**src/rtl/lfsr_stream_gen.sv**
```systemverilog
// Serial pseudo-random bit source: 16-bit Fibonacci LFSR (x^16+x^14+x^13+x^11+1)
// under an IDLE/RUN/PAUSE controller, with period tracking against the loaded seed.
module lfsr_stream_gen #(
   parameter logic [15:0] SEED_DEFAULT = 16'hACE1
) (
   input  logic        clk,
   input  logic        reset,
   input  logic        start,
   input  logic        stop,
   input  logic        load,
   input  logic [15:0] seed,
   output logic        test_bit,
   output logic        bit_valid,
   output logic        max_tick_reg,
   output logic        busy,
   output logic [15:0] period_count
);

   localparam int DATA_W = 16;

   typedef enum logic [1:0] {
      IDLE  = 2'd0,
      RUN   = 2'd1,
      PAUSE = 2'd2
   } state_t;

   state_t              state;
   state_t              state_next;
   logic [DATA_W-1:0]   lfsr;
   logic [DATA_W-1:0]   seed_reg;
   logic [DATA_W-1:0]   lfsr_adv;
   logic [DATA_W-1:0]   seed_fixed;
   logic                emit;
   logic                load_ok;

   function automatic logic [DATA_W-1:0] lfsr_step(input logic [DATA_W-1:0] q);
      return {q[DATA_W-2:0], q[15] ^ q[13] ^ q[12] ^ q[10]};
   endfunction

   // The all-zero state is a fixed point of the LFSR, so it is never allowed in.
   function automatic logic [DATA_W-1:0] seed_sanitize(input logic [DATA_W-1:0] s);
      return (s == '0) ? {{(DATA_W-1){1'b0}}, 1'b1} : s;
   endfunction

   assign lfsr_adv   = lfsr_step(lfsr);
   assign seed_fixed = seed_sanitize(seed);

   always_comb begin
      state_next = state;
      emit       = 1'b0;
      load_ok    = 1'b0;
      case (state)
         IDLE: begin
            if (load) begin
               load_ok = 1'b1;
            end else if (start) begin
               state_next = RUN;
            end
         end
         RUN: begin
            if (stop) begin
               state_next = PAUSE;
            end else begin
               emit = 1'b1;
            end
         end
         PAUSE: begin
            if (load) begin
               load_ok    = 1'b1;
               state_next = IDLE;
            end else if (start && !stop) begin
               state_next = RUN;
            end
         end
         default: state_next = IDLE;
      endcase
   end

   always_ff @(posedge clk or negedge reset) begin
      if (!reset) begin
         state <= IDLE;
         busy  <= 1'b0;
      end else begin
         state <= state_next;
         busy  <= (state_next == RUN);
      end
   end

   // Emission stage: one bit per RUN edge; a stop edge emits nothing so the
   // first PAUSE cycle already shows bit_valid low.
   always_ff @(posedge clk or negedge reset) begin
      if (!reset) begin
         lfsr         <= SEED_DEFAULT;
         seed_reg     <= SEED_DEFAULT;
         test_bit     <= 1'b0;
         bit_valid    <= 1'b0;
         max_tick_reg <= 1'b0;
         period_count <= '0;
      end else begin
         bit_valid    <= emit;
         max_tick_reg <= emit && (lfsr_adv == seed_reg);
         if (load_ok) begin
            lfsr         <= seed_fixed;
            seed_reg     <= seed_fixed;
            period_count <= '0;
         end else if (emit) begin
            test_bit <= lfsr[DATA_W-1];
            lfsr     <= lfsr_adv;
            if (lfsr_adv == seed_reg) begin
               period_count <= '0;
            end else begin
               period_count <= period_count + 16'd1;
            end
         end
      end
   end

endmodule

```
**config.mk**
```make
export PLATFORM = sky130hd
export DESIGN_NAME = lfsr_stream_gen
export DESIGN_NICKNAME = d
export VERILOG_FILES = /design/src/rtl/lfsr_stream_gen.sv
export SDC_FILE = /design/constraint.sdc
export NUM_CORES = 1
export LEC_CHECK = 0
export BUFFER_PORTS_ARGS = -buffer_cell sky130_fd_sc_hd__buf_4
export CORE_MARGIN = 3
export CORE_UTILIZATION = 40
export CTS_BUF_LIST = sky130_fd_sc_hd__clkbuf_2 sky130_fd_sc_hd__clkbuf_4 sky130_fd_sc_hd__clkbuf_8
export CTS_CLUSTER_DIAMETER = 120
export DETAILED_ROUTE_END_ITERATION = 16
export PLACE_DENSITY = 0.64
export SYNTH_ARGS = -nofsm -noshare
export SYNTH_HDL_FRONTEND = slang
export SYNTH_SLANG_ARGS = --single-unit
export TNS_END_PERCENT = 30
```
**constraint.sdc**
```tcl
create_clock -name clk -period 2.5 [get_ports clk]
set_input_delay 0.375 -clock clk [delete_from_list [all_inputs] [get_ports clk]]
set_output_delay 0.375 -clock clk [all_outputs]
set_load 0.02 [all_outputs]
```
# Word level (Yosys, flattened, before mapping)

Index checks and enable logic that the tools add are counted.
W data, S select, Z words.

Flip-flop bits (word level): 54
Input port bits: 21
Output and inout port bits: 20
Word-level logic and storage cells: 41

$add $sub $neg: 1
Equal/unequal tests: 4
Muxes and demuxes: 16
Bitwise operators: 4
Reduce and logical (&&, ||, !) cells: 8

Operator list:

| cell                    | count |
|---|---|
| $mux W16                | 6 |
| $add A16 B1 Y16 const B | 1 |
| $eq A16 B16 Y1          | 1 |
| $logic_not A16 Y1       | 1 |
| $mux W2                 | 5 |
| $pmux W2 S3             | 1 |
| $eq A2 B1 Y1 const B    | 2 |
| $mux W1                 | 4 |
| $xor A1 B1 Y1           | 3 |
| $eq A2 B2 Y1 const B    | 1 |
| $logic_and A1 B1 Y1     | 2 |
| $logic_not A2 Y1        | 1 |
| $reduce_and A2 Y1       | 1 |
| $reduce_bool A2 Y1      | 1 |
| $reduce_or A2 Y1        | 1 |
| $logic_not A1 Y1        | 1 |
| $not A1 Y1              | 1 |

# Logic depth before layout (Yosys ltp)

Depth after elaboration: 7
Depth in mapped cells: 9
Mapped depth without buffers: 7

# Worst setup path before layout

OpenSTA, ideal clock, no wires.

Path type: register to register
Start: reg period_count[0]
End: reg period_count[12]
Setup time: 116 ps
Arrival time: 1,854 ps
Data required time: 2,384 ps
Path slack: 530 ps
Cell stages (with the launch flop): 7
Clock period less this slack: 1,970 ps
Cell sequence: dfrtp_1 -> ha_1 -> nand3_1 -> or3_1 -> nor3_2 -> nand3_1 -> o311ai_0

Cells in the longest elaborated chain, start to end: 4

Ends and longest elaborated chain:

| element                | RTL line | source |
|---|---|---|
| from (decl)            | 16       | `output logic [15:0] period_count` |
| from (signal assigned) | 112      | `period_count <= period_count + 16'd1;` |
| $add A16 B1 Y16        | 112      |  |
| $mux W16               | 109      | `if (lfsr_adv == seed_reg) begin` |
| $mux W16               | 106      | `end else if (emit) begin` |
| $mux W16               | 102      | `if (load_ok) begin` |

No other way between the ends. The select of a mux whose other input is x is not followed.
A chain may end at the register's enable or synchronous reset.

# Worst setup path in the final report

Start: reg lfsr[10]
End: reg period_count[8]

Cells in the longest elaborated chain, start to end: 5

Ends and longest elaborated chain:

| element                | RTL line | source |
|---|---|---|
| from (decl)            | 29       | `logic [DATA_W-1:0] lfsr;` |
| from (signal assigned) | 103      | `lfsr <= seed_fixed;` |
| from (signal assigned) | 108      | `lfsr <= lfsr_adv;` |
| $xor A1 B1 Y1          | 37       | `return {q[DATA_W-2:0], q[15] ^ q[13] ^ q[12] ^ q[10]};` |
| $eq A16 B16 Y1 *       | 109      |  |
| $mux W16 *             | 109      |  |
| $mux W16 *             | 106      |  |
| $mux W16 *             | 102      |  |

Mark *: on every way between the ends. The rest lies on a longest branch, timed or not. The select of a mux whose other input is x is not followed.

==> key figures <==
Run status
  • Outcome: completed

Yosys
  • Synth warn: 0
  • #FFs+latches synth: 54
  • EDFF count, synth: 0
  • Ys async rst share: 1.00
  • Yosys cell types: 37
  • Avg Cell Area, Syn: 9.30 um2
  • Top FF cell, synth: dfrtp_1
  • Post-synth top area share: 0.364
  • Top post-synthesis cells by area: dfrtp_1 (36%), dfstp_2 (16%), nand2_1 (14%)
  • Cells after Synth: 281
  • Mapped Nets: 303
  • Synthesized area: 2610 um2
  • Register area share after synthesis: 0.525
  • Leading area contributor after synthesis: dfrtp_1

Routing
  • WL per Instance: 14.6 um
  • DR vias/cell: 5.32
  • Total iterations of the first detailed-routing run: 4
  • Remaining DRCs: 0
  • WL final: 5830 um
  • Via Count: 2,117
  • Remaining antenna violation count: 0
  • Iteration-0 DRC Markers: 145

Clock tree
  • TritonCTS Buffers: 5
  • Sink Count: 54
  • Post-CTS Repair Setup Buffers: 0
  • Clk buf depth: 2
  • CTS tree: built
  • CTS HTree Levels: 2
  • Post-CTS sizing: 0
  • Root Driver: clkbuf_8
  • Cts-stage hold buffer count: 0
  • Clk pin slew, worst setup/hold paths: 0.10 ns
  • Skew-Pair Late Insertion Delay: 0.30 ns

Layout
  • Layout area overhead: 18.1%
  • Layout cells sized above 1: 0.241
  • Final nets: 344
  • Filler instances: 585
  • Final non-filler cell total: 398
  • Diode count: 0

Power
  • Internal power: 1.55 mW
  • Clock network fraction of total power: 0.221
  • Combinational power share: 0.257
  • PwrDens: 737 nW/um2
  • Peak VDD IR: 0.365 mV
  • Switching part of the total: 0.318
  • Leakage power figure: 1.47 nW
  • Switch Pwr: 0.724 mW
  • Sequential Power Share: 0.522

Hold path
  • Hold crit path type: in -> async

Die
  • Die X: 86.8 um
  • Core area: 6130 um2
  • Die area: 7540 um2
  • Die Height: 86.8 um
  • FP Rows: 28
  • Starting Density: 0.426
  • IO Count: 41

Timing
  • Period utilisation layout: 0.833
  • Fin. Hold Viols: 0
  • Max-slew headroom: 0.540
  • Worst slew pin tran: 0.689 ns
  • RSZ-0062 raised after global routing: no
  • Worst Skew: 0.00932 ns
  • Fmax: 0.480 GHz
  • Setup TNS: 0 ns
  • Slew Viols, Final: 0
  • Post-route minimum period: 2.08 ns
  • # setup viols final: 0

Run
  • Maximum capacitance violations: 0

Global route
  • First-pass GRT wire length: 9890 um
  • Initial antenna violation count: 0
  • Largest net degree at the start of global routing: 55
  • Vias in the first global route: 2,033
  • GRT Residual Overflow: 0
  • All-Layer GR Usage: 0.163

Worst setup path
  • Crit Path Max Fanout: 15
  • Top delay family on crit path: flip-flops
  • Data arrival, critical path: 2.27 ns
  • CP most frequent cell: xnor2_2
  • Critical Path RT: 2.68 ns
  • Critical path's slowest cell: dfstp_2
  • CP cell instances: xor2_2, xnor2_2, xnor2_2, a41oi_4, buf_4, nand3_1, o311ai_0
  • Bufs and invs on worst path: 1
  • Critical path type: reg -> reg
  • Crit end category: flop
  • CP Launch Type: flop
  • Largest stage delay, worst path: 0.59 ns

Placement
  • Detailed placement HPWL: 4120 um
  • Placed insts: 390
  • IO buf count: 40
  • GPL Wtd Cong: 0.760
-- metrics by stage --
| step | power [mW] | cell area, um2 | worst slack (ns) | utilization | hold slack, ns |
|---|---|---|---|---|---|
| floorplan | 1.60 | 2610 | 0.530 | - | 0.0794 |
| global placement | 1.79 | 3000 | 0.478 | 0.489 | 0.454 |
| detailed placement | 1.80 | 3000 | 0.425 | 0.489 | 0.459 |
| CTS | 2.31 | 3090 | 0.402 | 0.503 | 0.127 |
| global route | 2.43 | 3090 | 0.214 | 0.503 | 0.143 |
| finish | 2.28 | 3090 | 0.417 | 0.503 | 0.0988 |
-- Yosys cell counts, types with 3 or more instances --
cell      number
xor2_1         7
clkbuf_1       5
a221o_1        3
o311ai_0       4
dfstp_2       16
and3_1         4
nand3_1       17
a22oi_1        8
nand4_1        6
xnor2_1        9
nand2_1       96
dfrtp_1       38
mux2i_1        4
nor2_1        12
o21ai_0        5
a22o_1         4
inv_1          6
nor4_1         6
a21oi_1        7
-- final timing paths --
path,cells past startpoint,from,endpoint,slack [ns]
worst min-delay path,1,reset,period_count[11],0.1
worst min register to register,2,seed_reg[5],seed_reg[5],0.47
worst max-delay path,7,lfsr[10],period_count[8],0.42
max in group asynchronous,1,reset,seed_reg[1],1.93
worst max register to register,7,lfsr[10],period_count[8],0.42
min in group clk,2,start,state[1],0.26
-- layout by cell type, fill, tap and decap left out, drive strengths merged --
cell type / count
a21oi: 7
a22o: 4
o311ai: 4
dfstp: 16
a22oi: 8
buf: 45
a221o: 3
clkbuf: 8
nor3: 2
dfrtp: 38
inv: 7
nor2: 12
o21a: 1
xnor2: 11
nor2b: 1
or2: 1
nand3: 17
mux2i: 4
and4: 1
nand2: 96
and3: 4
nand4: 6
o21ai: 7
nor4: 6
a41oi: 1
or3: 2
xor2: 8
ha: 1
a21o: 2
-- per-layer routing --
| layer | vias up | wire (um) | track usage |
|---|---|---|---|
| li1 | 1037 | - | - |
| met1 | 1020 | 2740 | 0.230 |
| met2 | 56 | 2750 | 0.262 |
| met3 | 4 | 309 | 0.0352 |
| met4 | 0 | 34 | 0.0297 |
| met5 | - | 0 | 0 |
-- power by group through the flow --
stage               Sequential (mW)  Clock, mW  Combinational (mW)
floorplan                      1.20          0               0.407
global placement               1.20          0               0.589
detailed placement             1.21          0               0.594
CTS                            1.19      0.520               0.597
global route                   1.21      0.557               0.655
finish                         1.19      0.503               0.585
-- worst reg2reg max path, stage by stage, from the launching register on --
cell      delay, ns
dfstp_2        0.59
xor2_2         0.19
xnor2_2        0.12
xnor2_2        0.16
a41oi_4        0.46
buf_4          0.26
nand3_1        0.09
o311ai_0       0.11
-- layout make-up --
type / count / area, um2 / area share
clock buffers: 8 / 91.3 / 0.0296
inverters: 7 / 26.3 / 0.00851
repair buffers: 45 / 338 / 0.109
flip-flops and latches: 54 / 1370 / 0.444
well taps: 75 / 93.8 / 0.0304
multi-input cells: 209 / 1170 / 0.378
-- cells by family after synthesis --
group	after synthesis	synth area share
simple gates	148	0.245
xor+xnor	19	0.0723
flops	54	0.525
compound gates	37	0.107
fa+ha+maj	1	0.00479
buf+inv	18	0.0311
mux	4	0.0153
Note: power is estimated with default switching activity, not from simulation.
